File: config.mk
export PLATFORM = sky130hd
export DESIGN_NAME = delay_line
export DESIGN_NICKNAME = d
export VERILOG_FILES = /design/src/rtl/delay_line_pkg.sv /design/src/rtl/delay_line_srl.sv /design/src/rtl/delay_line.sv
export SDC_FILE = /design/constraint.sdc
export NUM_CORES = 1
export LEC_CHECK = 0
export CAP_MARGIN = 20
export CORE_MARGIN = 5
export CORE_UTILIZATION = 48
export CTS_BUF_LIST = sky130_fd_sc_hd__clkbuf_16
export CTS_CLUSTER_SIZE = 10
export DETAILED_ROUTE_END_ITERATION = 16
export PLACE_DENSITY = 0.63
export SLEW_MARGIN = 15
export SYNTH_ARGS = -nofsm -noshare
export SYNTH_HDL_FRONTEND = slang
export SYNTH_SLANG_ARGS = --single-unit
File: constraint.sdc
create_clock -name CLK -period 3.1 [get_ports CLK]
set_clock_uncertainty 0.1 [all_clocks]
set_input_delay 0.62 -clock CLK [delete_from_list [all_inputs] [get_ports CLK]]
set_output_delay 0.62 -clock CLK [all_outputs]
set_load 0.005 [all_outputs]
File: src/rtl/delay_line_pkg.sv
// Shared constants, width helpers and FSM encoding
// for the variable-depth delay line.
package delay_line_pkg;

  localparam int MAX_DEPTH_LIMIT = 64;

  typedef enum logic {
    S_FILL = 1'b0,
    S_RUN  = 1'b1
  } state_t;

  // Width of a depth value that can hold 0..max_depth
  function automatic int dw(input int max_depth);
    return $clog2(max_depth + 1);
  endfunction

  function automatic int aw(input int depth);
    return (depth > 1) ? $clog2(depth) : 1;
  endfunction

endpackage

File: src/rtl/delay_line_srl.sv
// Data-only tapped shift register, one cascaded
// SRL per bit; no reset, powers up at zero.
module srl_tap
  import delay_line_pkg::*;
#(
  parameter int WIDTH = 32,
  parameter int DEPTH = 32,
  localparam int AW = aw(DEPTH)
) (
  input  logic             i_clk,
  input  logic             i_ce,
  input  logic [WIDTH-1:0] i_d,
  input  logic [AW-1:0]    i_addr,
  output logic [WIDTH-1:0] o_q
);

  for (genvar b = 0; b < WIDTH; b++) begin : g_bit
    logic [DEPTH-1:0] r_sr = '0;

    always_ff @(posedge i_clk) begin
      if (i_ce)
        r_sr <= (r_sr << 1) | DEPTH'(i_d[b]);
    end

    assign o_q[b] = r_sr[i_addr];
  end

endmodule

File: src/rtl/delay_line.sv
// Runtime-depth delay line with valid tracking,
// fill FSM, flush and checked depth loads.
module delay_line
  import delay_line_pkg::*;
#(
  parameter int WIDTH      = 32,
  parameter int MAX_DEPTH  = 32,
  parameter int OUT_REG    = 1,
  parameter int INIT_DEPTH = 1,
  localparam int DW = dw(MAX_DEPTH)
) (
  input  logic             CLK,
  input  logic             RST,
  input  logic [WIDTH-1:0] i,
  input  logic             i_valid,
  input  logic             en,
  input  logic [DW-1:0]    depth_in,
  input  logic             depth_load,
  input  logic             flush,
  output logic [WIDTH-1:0] o,
  output logic             o_valid,
  output logic             primed,
  output logic             depth_err
);

  localparam int AW = aw(MAX_DEPTH);

  state_t           r_state;
  state_t           w_nstate;
  logic [DW-1:0]    depth_r;
  logic [DW-1:0]    r_cnt;
  logic [DW-1:0]    w_ncnt;
  logic [DW-1:0]    w_cnt_inc;
  logic [MAX_DEPTH-1:0] r_vld;
  logic             r_err;
  logic             w_load_ok;
  logic             w_flush;
  logic [AW-1:0]    w_addr;
  logic [WIDTH-1:0] w_tap_d;
  logic             w_tap_v;

  assign w_load_ok = depth_load
                   && (depth_in != '0)
                   && (depth_in <= DW'(MAX_DEPTH));
  assign w_flush   = flush | w_load_ok;
  assign w_addr    = AW'(depth_r - 1'b1);
  assign w_tap_v   = r_vld[w_addr];
  assign w_cnt_inc = r_cnt + 1'b1;

  srl_tap #(
    .WIDTH (WIDTH),
    .DEPTH (MAX_DEPTH)
  ) u_srl (
    .i_clk  (CLK),
    .i_ce   (en),
    .i_d    (i),
    .i_addr (w_addr),
    .o_q    (w_tap_d)
  );

  always_ff @(posedge CLK or posedge RST) begin
    if (RST) begin
      r_state <= S_FILL;
      r_cnt   <= '0;
      depth_r <= DW'(INIT_DEPTH);
      r_vld   <= '0;
      r_err   <= 1'b0;
    end else begin
      r_state <= w_nstate;
      r_cnt   <= w_ncnt;
      r_err   <= depth_load & ~w_load_ok;
      if (w_load_ok)
        depth_r <= depth_in;
      // Flush wins over the sample entering this cycle
      if (w_flush)
        r_vld <= '0;
      else if (en)
        r_vld <= (r_vld << 1) | MAX_DEPTH'(i_valid);
    end
  end

  always_comb begin
    w_nstate = r_state;
    w_ncnt   = r_cnt;
    if (w_flush) begin
      w_nstate = S_FILL;
      w_ncnt   = '0;
    end else if (en) begin
      unique case (r_state)
        S_FILL: begin
          w_ncnt = w_cnt_inc;
          if (w_cnt_inc >= depth_r)
            w_nstate = S_RUN;
        end
        S_RUN: w_nstate = S_RUN;
        default: w_nstate = S_FILL;
      endcase
    end
  end

  assign primed    = (r_state == S_RUN);
  assign depth_err = r_err;

  if (OUT_REG != 0) begin : g_reg
    logic [WIDTH-1:0] r_o;
    logic             r_ov;

    always_ff @(posedge CLK or posedge RST) begin
      if (RST) begin
        r_o  <= '0;
        r_ov <= 1'b0;
      end else begin
        r_o  <= w_tap_d;
        r_ov <= w_tap_v;
      end
    end

    assign o       = r_o;
    assign o_valid = r_ov & primed;
  end else begin : g_comb
    assign o       = w_tap_d;
    assign o_valid = w_tap_v & primed;
  end

endmodule

==> results of run 1 <==
[power groups by stage]
stage / Clock, mW / Sequential (mW) / Combinational [mW]
floorplan: 0 / 18.0 / 3.72
global placement: 0 / 18.2 / 6.15
detailed placement: 0 / 18.3 / 6.22
CTS: 13.8 / 18.0 / 6.24
global route: 14.5 / 18.1 / 6.62
finish: 13.4 / 18.0 / 6.12
[cells in the mapped netlist (3+ instances only)]
library cell,count,share of area
sky130_fd_sc_hd__a211oi_1,3,0.00053
sky130_fd_sc_hd__a21oi_1,3,0.00036
sky130_fd_sc_hd__a32o_1,33,0.0078
sky130_fd_sc_hd__buf_1,7,0.00062
sky130_fd_sc_hd__buf_2,44,0.0052
sky130_fd_sc_hd__buf_4,3,0.00053
sky130_fd_sc_hd__clkbuf_1,50,0.0044
sky130_fd_sc_hd__dfrtp_1,78,0.046
sky130_fd_sc_hd__edfxtp_1,1024,0.73
sky130_fd_sc_hd__ha_1,8,0.0024
sky130_fd_sc_hd__inv_1,7,0.00062
sky130_fd_sc_hd__mux2_2,6,0.0016
sky130_fd_sc_hd__mux2i_1,65,0.015
sky130_fd_sc_hd__mux4_2,264,0.14
sky130_fd_sc_hd__nand2_1,268,0.024
sky130_fd_sc_hd__nand3_1,3,0.00036
sky130_fd_sc_hd__nor2_1,63,0.0056
sky130_fd_sc_hd__nor2_4,10,0.0027
sky130_fd_sc_hd__nor3_1,6,0.00071
sky130_fd_sc_hd__o22ai_1,33,0.0049
sky130_fd_sc_hd__xnor2_1,7,0.0015
sky130_fd_sc_hd__xor2_1,5,0.0010
[per-layer routing]
layer  vias up  global-route usage  routed length [µm]
met4         0              0.0474                1540
met3       115              0.0343                3950
met5         -                   0                   0
met2       510               0.253               36300
li1       8583                   -                   -
met1     10500               0.241               35100
[flip-flops by register name, indices dropped and copies added (netlist names)]
signal and cells:
r_cnt 6, depth_err 1, r_vld 32, primed 1, g_reg.r_ov 1, u_srl.g_bit.r_sr 1024
o 32, depth_r 6
[placed cells by master (no fill, tap or decap), types with 6 or more instances in the layout]
master | Yosys | layout
sky130_fd_sc_hd__dfrtp_1 | 78 | 78
sky130_fd_sc_hd__ha_1 | 8 | 7
sky130_fd_sc_hd__edfxtp_1 | 1024 | 1024
sky130_fd_sc_hd__xnor2_1 | 7 | 6
sky130_fd_sc_hd__nor2_4 | 10 | 10
sky130_fd_sc_hd__buf_12 | 1 | 35
sky130_fd_sc_hd__mux2_2 | 6 | 6
sky130_fd_sc_hd__clkdlybuf4s50_1 | 0 | 77
sky130_fd_sc_hd__a32o_1 | 33 | 33
sky130_fd_sc_hd__buf_4 | 3 | 46
sky130_fd_sc_hd__nor3_1 | 6 | 6
sky130_fd_sc_hd__nand2_1 | 268 | 268
sky130_fd_sc_hd__mux2i_1 | 65 | 65
sky130_fd_sc_hd__o22ai_1 | 33 | 33
sky130_fd_sc_hd__nor2_1 | 63 | 63
sky130_fd_sc_hd__inv_1 | 7 | 93
sky130_fd_sc_hd__mux4_2 | 264 | 264
sky130_fd_sc_hd__clkbuf_16 | 0 | 133
sky130_fd_sc_hd__inv_6 | 0 | 9
[cell families (layout without fill, tap and decap cells)]
| logic type | Yosys count | count (layout) | synth area share |
|---|---|---|---|
| multiplexers | 335 | 335 | 0.158 |
| flip-flops | 1103 | 1103 | 0.774 |
| AO/OA/AOI/OAI | 81 | 81 | 0.0152 |
| adder cells (fa/ha/maj) | 8 | 8 | 0.00237 |
| AND/OR/NAND/NOR | 364 | 364 | 0.0359 |
| buffers and inverters | 113 | 400 | 0.0122 |
| XOR/XNOR | 12 | 12 | 0.00249 |
[metrics by stage]
| stage | area, µm² | total power [mW] | hold slack (ps) | cells | setup WS, ps |
|---|---|---|---|---|---|
| final | 49000 | 37.5 | 130 | 3458 | 309 |
| after global routing | 49000 | 39.2 | 115 | 3458 | 179 |
| after CTS | 49000 | 38.1 | 86.9 | 3458 | 252 |
| after detailed placement | 45200 | 24.5 | 327 | 3225 | 284 |
| after global placement | 45100 | 24.4 | 326 | 3224 | 314 |
| after floorplan | 42300 | 21.7 | 321 | 2016 | 358 |
[cell type report]
class / count / area (µm²)
fill: 6519 / 38100
sequential: 1103 / 32700
multi-input combinational: 800 / 9100
clock buffer: 133 / 3330
timing repair buffer: 160 / 1850
tap: 1155 / 1450
clock inverter: 100 / 470
inverter: 7 / 28.8
[worst max-delay path, stage by stage (launching register included)]
cell                      delay [ps]
sky130_fd_sc_hd__dfstp_4         750
sky130_fd_sc_hd__inv_1           130
sky130_fd_sc_hd__ha_4            230
sky130_fd_sc_hd__xor2_1          170
sky130_fd_sc_hd__nor3_1          180
sky130_fd_sc_hd__a31o_2          540
sky130_fd_sc_hd__buf_4           320
sky130_fd_sc_hd__a32o_1          150
sky130_fd_sc_hd__nor2_1           70
[path summary, 6_finish.rpt]
check	start	to	slack (ps)	cells after the start
worst max-delay path	depth_r[0]	o[2]	310	8
worst min-delay path	RST	o[24]	130	2
worst max register to register	depth_r[0]	o[2]	310	8
worst min register to register	u_srl.g_bit[21].r_sr[18]	u_srl.g_bit[21].r_sr[19]	330	0
max in group asynchronous	RST	depth_r[0]	2100	3
min in group CLK	en	u_srl.g_bit[20].r_sr[13]	250	1
==> load_flow_metrics.sql, run 1 <==
INSERT INTO impl_metrics (metric_group, metric, value, unit) VALUES
('clock_tree', 'holdBufCountCts', '0', ''),
('power', 'seq_power_share', '0.480', ''),
('clock_tree', 'root_buffer', 'sky130_fd_sc_hd__clkbuf_16', ''),
('sta', 'report.final.hold_viol_count', '0', ''),
('drt', 'drc', '0', ''),
('clock_tree', 'cts_buffers', '130', ''),
('clock_tree', 'ctsResizeCount', '0', ''),
('layout', 'antennaDiodeCount', '0', ''),
('setup_path', 'cp.arrival', '3260', 'ps'),
('sta', 'final_min_period_over_clock_period', '0.900', ''),
('layout', 'utilization', '0.563', ''),
('sta', 'timing.setup.tns', '0', 'ps'),
('synth', 'synth_cells', '2016', ''),
('synth', 'synth-async-reset-ratio', '0.0716', ''),
('sta', 'slew-limit-headroom', '0.465', ''),
('power', 'p_sw', '9.35', 'mW'),
('outcome', 'status', 'complete, no violations', ''),
('clock_tree', 'clk_pin_slew', '60', 'ps'),
('power', 'power.leakage', '17.3', 'nW'),
('place', 'place_congestion', '0.730', ''),
('die', 'number_of_rows_created_at_floorplan', '108', ''),
('global_route', 'grt_use_total', '0.164', ''),
('die', 'start_util', '0.486', ''),
('synth', 'synth-seq-area-share', '0.774', ''),
('power', 'combinationalPowerShare', '0.163', ''),
('clock_tree', 'count_of_clock_tree_sinks', '1103', ''),
('power', 'swShare', '0.250', ''),
('sta', 'max_freq', '358', 'MHz'),
('drt', 'route.vias.total', '19700', ''),
('sta', 'rsz0062_at_grt', 'no', ''),
('global_route', 'grt_start_max_net_pins', '91', ''),
('setup_path', 'crit_path_max_fanout', '13', ''),
('setup_path', 'setup.worst_path.class', 'reg -> reg', ''),
('synth', 'synth_top_flop_cell', 'sky130_fd_sc_hd__edfxtp_1', ''),
('drt', 'antenna_left', '0', ''),
('layout', 'design.final.nets', '2254', ''),
('global_route', 'grt_overflow_total', '0', ''),
('setup_path', 'worstSetupEndpointType', 'flip-flop', ''),
('synth', 'synth_seq_cells', '1103', ''),
('global_route', 'grt_pass1_wl', '122', 'mm'),
('clock_tree', 'tritoncts', 'yes', ''),
('power', 'powerDensity', '766', 'mW/mm²'),
('synth', 'number_of_synthesized_flops_with_an_enable_pin', '1024', ''),
('drt', 'postRouteWirelength', '76.9', 'mm'),
('power', 'power_report.internal_total', '28.1', 'mW'),
('drt', 'drt-vias-per-instance', '5.69', ''),
('sta', 'tightest_slew', '802', 'ps'),
('die', 'floorplan.die.height', '307', 'µm'),
('power', 'p_clk_frac', '0.357', ''),
('drt', 'initial_detailed_routing_violation_count', '1701', ''),
('clock_tree', 'clk_path_buf_depth', '3', ''),
('synth', 'postSynthAreaPerCell', '21.0', 'µm²'),
('setup_path', 'crit_required', '3570', 'ps'),
('drt', 'firstDrtPassIters', '5', ''),
('die', 'dieArea', '0.0941', 'mm²'),
('hold_path', 'worst_hold_path_type', 'in -> async', ''),
('clock_tree', 'clk-insertion-delay-late', '710', 'ps'),
('sta', 'finalCriticalPeriod', '2790', 'ps'),
('die', 'fp.dieW', '307', 'µm'),
('die', 'fp.coreArea', '0.0870', 'mm²'),
('run', 'cap_violations', '0', ''),
('sta', 'slew_violations', '0', ''),
('power', 'peakVddDrop', '583', 'µV'),
('synth', 'syn-num-nets', '2068', ''),
('clock_tree', 'h-tree-depth', '4', ''),
('global_route', 'number_of_global_route_vias_before_repair', '21100', ''),
('clock_tree', 'cts_setup_buffers', '0', ''),
('die', 'design.portCount', '79', ''),
('sta', 'setup_viols_final', '0', ''),
('synth', 'synth_area', '0.0423', 'mm²'),
('synth', 'netlist-cell-type-count', '45', ''),
('setup_path', 'worstSetupStartpointType', 'flip-flop', ''),
('global_route', 'antenna_violations_before_repair', '0', ''),
('layout', 'layout-area-overhead-vs-synth', '15.8', '%'),
('place', 'dpl.hpwl', '43.5', 'mm'),
('drt', 'detail_route.wl_per_cell', '22.2', 'µm'),
('layout', 'drive_above_1_share', '0.228', ''),
('place', 'port_buffers', '78', ''),
('synth', 'ys_warn_count', '0', '');
Note: power is estimated with default switching activity, not from simulation.
==> run 2, diff against run 1 <==
Settings changed: CORE_UTILIZATION 48 to 40, MAX_ROUTING_LAYER set to met4, PLACE_DENSITY 0.63 to 0.54.
==> run 2 against run 1 <==
Against the previous run: global-route usage decreased by 1.7 points; die area is 19% higher; clock power is essentially flat; first-iteration DRC count is 4.6% lower; cell count increased by 6.4%; combinational power is essentially flat; critical path depth rose by 1; design area grew 0.61%; maximum frequency grew 1.5%; register-to-register slack improved by 40 ps; clock-buffer cell count grew 2.
==> load_flow_metrics.sql, run 2 (synthesis gave the netlist of run 1 again) <==
INSERT INTO impl_metrics (metric_group, metric, value, unit) VALUES
('die', 'number_of_rows_created_at_floorplan', '119', ''),
('layout', 'ff_latch_area', '0.0327', 'mm²'),
('sta', 'timing.setup.tns', '0', 'ps'),
('sta', 'max_freq', '364', 'MHz'),
('clock_tree', 'tritoncts', 'yes', ''),
('sta', 'setup_viols_final', '0', ''),
('layout', 'number_of_flip_flops_under_the_largest_register_name', '1024', ''),
('clock_tree', 'ctsResizeCount', '0', ''),
('power', 'peakVddDrop', '422', 'µV'),
('sta', 'rsz0062_at_grt', 'no', ''),
('setup_path', 'worstSetupStartpointType', 'flip-flop', ''),
('clock_tree', 'root_buffer', 'sky130_fd_sc_hd__clkbuf_16', ''),
('setup_path', 'crit_required', '3580', 'ps'),
('setup_path', 'critical_path.cell_chain', 'inv_1, ha_4, buf_12, buf_4, mux4_2, nand2_1, nand2_1, o22ai_1, nor2_1', ''),
('clock_tree', 'h-tree-depth', '4', ''),
('setup_path', 'crit_path_frequent_cell', 'sky130_fd_sc_hd__nand2_1', ''),
('power', 'p_clk_frac', '0.360', ''),
('setup_path', 'crit_path_max_fanout', '40', ''),
('layout', 'utilization', '0.469', ''),
('layout', 'multi_input_area', '0.00910', 'mm²'),
('layout', 'design.final.nets', '2247', ''),
('place', 'place_congestion', '0.731', ''),
('hold_path', 'worst_hold_path_type', 'in -> reg', ''),
('layout', 'final_area', '0.0493', 'mm²'),
('power', 'seq_power_share', '0.478', ''),
('layout', 'layout_commonest_cell', 'sky130_fd_sc_hd__edfxtp_1', ''),
('setup_path', 'cp.arrival', '3230', 'ps'),
('setup_path', 'critical-path-max-stage-delay', '660', 'ps'),
('global_route', 'number_of_global_route_vias_before_repair', '21000', ''),
('power', 'combinationalPowerShare', '0.162', ''),
('layout', 'layout-area-overhead-vs-synth', '16.5', '%'),
('setup_path', 'setup.worst_path.class', 'reg -> reg', ''),
('sta', 'slew-limit-headroom', '0.344', ''),
('clock_tree', 'clk-insertion-delay-late', '700', 'ps'),
('clock_tree', 'clk_path_buf_depth', '3', ''),
('sta', 'slew_violations', '0', ''),
('die', 'dieArea', '0.112', 'mm²'),
('outcome', 'status', 'complete, no violations', ''),
('layout', 'drive_above_1_share', '0.227', ''),
('die', 'fp.dieW', '335', 'µm'),
('clock_tree', 'count_of_clock_tree_sinks', '1103', ''),
('global_route', 'grt_use_total', '0.146', ''),
('die', 'start_util', '0.402', ''),
('power', 'power.leakage', '17.2', 'nW'),
('die', 'floorplan.die.height', '335', 'µm'),
('drt', 'drt-vias-per-instance', '5.33', ''),
('clock_tree', 'cts_buffers', '131', ''),
('setup_path', 'cp.buffers_inverters', '3', ''),
('global_route', 'grt_overflow_total', '0', ''),
('power', 'power_report.internal_total', '28.3', 'mW'),
('sta', 'final_min_period_over_clock_period', '0.887', ''),
('drt', 'firstDrtPassIters', '5', ''),
('clock_tree', 'holdBufCountCts', '0', ''),
('power', 'swShare', '0.251', ''),
('drt', 'drc', '0', ''),
('run', 'cap_violations', '0', ''),
('global_route', 'grt_start_max_net_pins', '109', ''),
('layout', 'antennaDiodeCount', '0', ''),
('global_route', 'grt_pass1_wl', '125', 'mm'),
('setup_path', 'cell_family_with_the_largest_share_of_critical_path_delay', 'buffers and inverters', ''),
('drt', 'antenna_left', '0', ''),
('setup_path', 'crit_slowest_cell', 'sky130_fd_sc_hd__dfstp_4', ''),
('clock_tree', 'clk_pin_slew', '60', 'ps'),
('place', 'detailed_place.area', '0.0454', 'mm²'),
('drt', 'initial_detailed_routing_violation_count', '1623', ''),
('layout', 'fillerInstances', '8774', ''),
('setup_path', 'worstSetupEndpointType', 'flip-flop', ''),
('power', 'powerDensity', '767', 'mW/mm²'),
('clock_tree', 'cts_setup_buffers', '0', ''),
('global_route', 'antenna_violations_before_repair', '0', ''),
('sta', 'tightest_slew', '984', 'ps'),
('place', 'dpl.hpwl', '45.2', 'mm'),
('place', 'port_buffers', '78', ''),
('sta', 'report.final.hold_viol_count', '0', ''),
('layout', 'layout_common_cells', 'sky130_fd_sc_hd__edfxtp_1, sky130_fd_sc_hd__nand2_1, sky130_fd_sc_hd__mux4_2', ''),
('die', 'design.portCount', '79', ''),
('power', 'overall_power', '37.8', 'mW'),
('drt', 'route.vias.total', '19600', ''),
('layout', 'regMostFlops', 'u_srl.g_bit.r_sr', ''),
('drt', 'postRouteWirelength', '80.2', 'mm'),
('sta', 'finalCriticalPeriod', '2750', 'ps'),
('power', 'p_sw', '9.50', 'mW'),
('die', 'fp.coreArea', '0.105', 'mm²'),
('drt', 'detail_route.wl_per_cell', '21.8', 'µm');
==> run 2: worst reg2reg max path, stage by stage (launching register included) <==
cell and delay, ps:
sky130_fd_sc_hd__dfstp_4 660, sky130_fd_sc_hd__inv_1 100, sky130_fd_sc_hd__ha_4 350, sky130_fd_sc_hd__buf_12 290, sky130_fd_sc_hd__buf_4 350, sky130_fd_sc_hd__mux4_2 350
sky130_fd_sc_hd__nand2_1 90, sky130_fd_sc_hd__nand2_1 70, sky130_fd_sc_hd__o22ai_1 220, sky130_fd_sc_hd__nor2_1 70
==> run 2: power groups by stage <==
stage | combinational [mW] | clock, mW | sequential (mW)
after CTS | 6.30 | 14.1 | 18.1
after global routing | 6.70 | 14.8 | 18.1
final | 6.12 | 13.6 | 18.0
after floorplan | 3.72 | 0 | 18.0
after global placement | 6.24 | 0 | 18.3
after detailed placement | 6.27 | 0 | 18.3
==> run 2: metal layers <==
layer / track usage / up-vias / wire, µm / share of wire
met1: 0.212 / 10400 / 38100 / 0.47
met3: 0.0273 / 128 / 3710 / 0.046
met4: 0.0410 / 0 / 1530 / 0.019
li1: - / 8570 / - / -
met5: - / - / 0 / 0
met2: 0.216 / 465 / 36900 / 0.46
==> run 2: area by class of cell <==
type / count / area share
Sequential cell: 1103 / 0.665
Multi-Input combinational cell: 800 / 0.185
Clock buffer: 135 / 0.0686
Timing Repair Buffer: 152 / 0.0366
Tap cell: 1391 / 0.0353
Clock inverter: 90 / 0.00945
Inverter: 7 / 0.000584
==> run 2: path summary, 6_finish.rpt <==
check                                       start                 endpoint  slack [ps]  cells past startpoint
setup / recovery                       depth_r[0]               g_reg.r_ov         350                      9
hold reg to reg            u_srl.g_bit[6].r_sr[5]   u_srl.g_bit[6].r_sr[6]         320                      0
min in group asynchronous                     RST                    o[22]         310                      2
max in group asynchronous                     RST                 r_vld[2]        1910                      3
setup reg to reg                       depth_r[0]               g_reg.r_ov         350                      9
hold / removal                                 en  u_srl.g_bit[19].r_sr[0]         240                      1
==> run 2: stage by stage <==
step	setup slack, ps	hold WS [ps]	std cells
finish	350	240	3678
detailed placement	267	327	3453
CTS	294	192	3678
global placement	199	324	3452
floorplan	358	321	2016
global route	161	199	3678
==> run 3, diff against run 2 <==
Settings changed: CORE_UTILIZATION 40 to 60, MAX_ROUTING_LAYER met4 to unset, PLACE_DENSITY 0.54 to 0.76.
==> run 3 against run 2 <==
Against the previous run: worst hold slack improved by 15 ps; critical path depth is 1 lower; clock power down 7%; non-clock buffer count up 7; global-route usage rose by 7.0 points; worst setup slack lost 64 ps; flip-flop and latch count unchanged; die area decreased by 32%; utilization increased by 22 points; wire length up 1.1%; cell count decreased by 12%; register-to-register slack got worse by 60 ps; critical endpoint is now o[4]; largest cell class unchanged.
==> load_flow_metrics.sql, run 3 (synthesis gave the netlist of run 1 again) <==
INSERT INTO impl_metrics (metric_group, metric, value, unit) VALUES
('outcome', 'status', 'complete, no violations', ''),
('layout', 'layout_commonest_cell', 'sky130_fd_sc_hd__edfxtp_1', ''),
('setup_path', 'r2r-start', 'depth_r[0]', ''),
('power', 'power.leakage', '17.2', 'nW'),
('clock_tree', 'count_of_clock_tree_sinks', '1103', ''),
('setup_path', 'critical-path-max-stage-delay', '730', 'ps'),
('layout', 'number_of_flip_flops_under_the_largest_register_name', '1024', ''),
('global_route', 'grt_use_total', '0.217', ''),
('layout', 'layout_common_cells', 'sky130_fd_sc_hd__edfxtp_1, sky130_fd_sc_hd__nand2_1, sky130_fd_sc_hd__mux4_2', ''),
('layout', 'layout-area-overhead-vs-synth', '14.5', '%'),
('setup_path', 'crit_slowest_cell', 'sky130_fd_sc_hd__a31o_2', ''),
('sta', 'slew-limit-headroom', '0.388', ''),
('clock_tree', 'ctsResizeCount', '0', ''),
('clock_tree', 'clk_path_buf_depth', '3', ''),
('power', 'power_report.internal_total', '27.5', 'mW'),
('setup_path', 'worstSetupStartpointType', 'flip-flop', ''),
('drt', 'drt-vias-per-instance', '6.24', ''),
('sta', 'timing.setup.tns', '0', 'ps'),
('run', 'cap_violations', '0', ''),
('clock_tree', 'root_buffer', 'sky130_fd_sc_hd__clkbuf_16', ''),
('setup_path', 'cp.buffers_inverters', '2', ''),
('layout', 'antennaDiodeCount', '0', ''),
('die', 'start_util', '0.605', ''),
('place', 'dpl.hpwl', '44.9', 'mm'),
('setup_path', 'cell_family_with_the_largest_share_of_critical_path_delay', 'compound AO/OA/AOI/OAI gates', ''),
('clock_tree', 'clk-insertion-delay-late', '670', 'ps'),
('clock_tree', 'holdBufCountCts', '0', ''),
('place', 'place_congestion', '0.737', ''),
('place', 'port_buffers', '78', ''),
('clock_tree', 'h-tree-depth', '3', ''),
('setup_path', 'critical_path.cell_chain', 'inv_1, ha_4, xor2_1, nor3_1, a31o_2, buf_4, a32o_1, nor2_1', ''),
('die', 'dieArea', '0.0759', 'mm²'),
('setup_path', 'crit_required', '3540', 'ps'),
('clock_tree', 'clk_pin_slew', '50', 'ps'),
('drt', 'detail_route.wl_per_cell', '25.1', 'µm'),
('layout', 'drive_above_1_share', '0.220', ''),
('clock_tree', 'cts_setup_buffers', '0', ''),
('clock_tree', 'tritoncts', 'yes', ''),
('die', 'design.portCount', '79', ''),
('sta', 'finalCriticalPeriod', '2810', 'ps'),
('setup_path', 'cp.arrival', '3260', 'ps'),
('layout', 'fillerInstances', '4190', ''),
('clock_tree', 'cts_buffers', '121', ''),
('setup_path', 'setup.worst_path.class', 'reg -> reg', ''),
('sta', 'final_min_period_over_clock_period', '0.908', ''),
('sta', 'report.final.hold_viol_count', '0', ''),
('power', 'swShare', '0.252', ''),
('sta', 'tightest_slew', '918', 'ps'),
('die', 'fp.dieW', '275', 'µm'),
('drt', 'route.vias.total', '20200', ''),
('die', 'floorplan.die.height', '275', 'µm'),
('power', 'p_sw', '9.30', 'mW'),
('global_route', 'number_of_global_route_vias_before_repair', '21500', ''),
('power', 'peakVddDrop', '538', 'µV'),
('setup_path', 'regToRegEndpoint', 'o[4]', ''),
('power', 'overall_power', '36.8', 'mW'),
('power', 'powerDensity', '761', 'mW/mm²'),
('drt', 'antenna_left', '0', ''),
('setup_path', 'reg2reg_depth', '8', ''),
('power', 'seq_power_share', '0.490', ''),
('setup_path', 'worstSetupEndpointType', 'flip-flop', ''),
('global_route', 'grt_overflow_total', '0', ''),
('hold_path', 'worst_hold_path_type', 'in -> async', ''),
('global_route', 'grt_pass1_wl', '127', 'mm'),
('drt', 'firstDrtPassIters', '5', ''),
('global_route', 'antenna_violations_before_repair', '1', ''),
('power', 'p_clk_frac', '0.341', ''),
('die', 'fp.coreArea', '0.0699', 'mm²'),
('power', 'combinationalPowerShare', '0.169', ''),
('die', 'number_of_rows_created_at_floorplan', '97', ''),
('drt', 'postRouteWirelength', '81.0', 'mm'),
('setup_path', 'reg2reg_slack', '290', 'ps'),
('layout', 'regMostFlops', 'u_srl.g_bit.r_sr', ''),
('sta', 'setup_viols_final', '0', ''),
('sta', 'max_freq', '355', 'MHz'),
('layout', 'design.final.nets', '2244', ''),
('setup_path', 'crit_path_max_fanout', '19', ''),
('sta', 'slew_violations', '0', ''),
('sta', 'rsz0062_at_grt', 'no', ''),
('drt', 'drc', '0', ''),
('drt', 'initial_detailed_routing_violation_count', '2365', ''),
('global_route', 'grt_start_max_net_pins', '128', '');
[run 3: layout make-up]
class | instances | area [µm²] | share of cell area
repair buffers | 159 | 1840 | 0.0381
flip-flops and latches | 1103 | 32700 | 0.676
multi-input cells | 800 | 9100 | 0.188
inverters | 7 | 28.8 | 0.000595
well taps | 940 | 1180 | 0.0243
clock inverters | 100 | 398 | 0.00822
clock buffers | 124 | 3100 | 0.0641
[run 3: power by group through the flow]
stage          clock network (mW)  logic, mW  registers (mW)
4_1_cts                      12.8       6.32            18.0
2_1_floorplan                   0       3.72            18.0
3_3_place_gp                    0       6.09            18.2
3_5_place_dp                    0       6.22            18.3
5_1_grt                      13.6       6.71            18.1
6_report                     12.6       6.23            18.0
[run 3: worst max path at each step]
stage,slack [ps],from,cells after the start,end
after floorplan,360,RST,1,depth_err
after global placement,360,depth_r[0],6,o[7]
after detailed placement,300,depth_r[0],6,o[26]
after CTS,300,depth_r[0],8,o[4]
after global routing,130,depth_r[0],6,o[7]
final,290,depth_r[0],8,o[4]
[run 3: metal layers]
metal	vias to the layer above	track usage	wire, µm
li1	8559	-	-
met5	-	0	0
met2	815	0.340	39800
met3	135	0.0369	5670
met1	10700	0.324	33900
met4	0	0.0631	1660
[run 3: through the flow]
stage / setup WS, ps / hold WS, ps / instances / cell area (µm²) / utilization
floorplan: 358 / 321 / 2016 / 42300 / -
global placement: 356 / 324 / 3009 / 44900 / 0.642
detailed placement: 302 / 327 / 3009 / 44900 / 0.642
CTS: 298 / 219 / 3233 / 48400 / 0.692
global route: 132 / 256 / 3233 / 48400 / 0.692
finish: 286 / 255 / 3233 / 48400 / 0.692
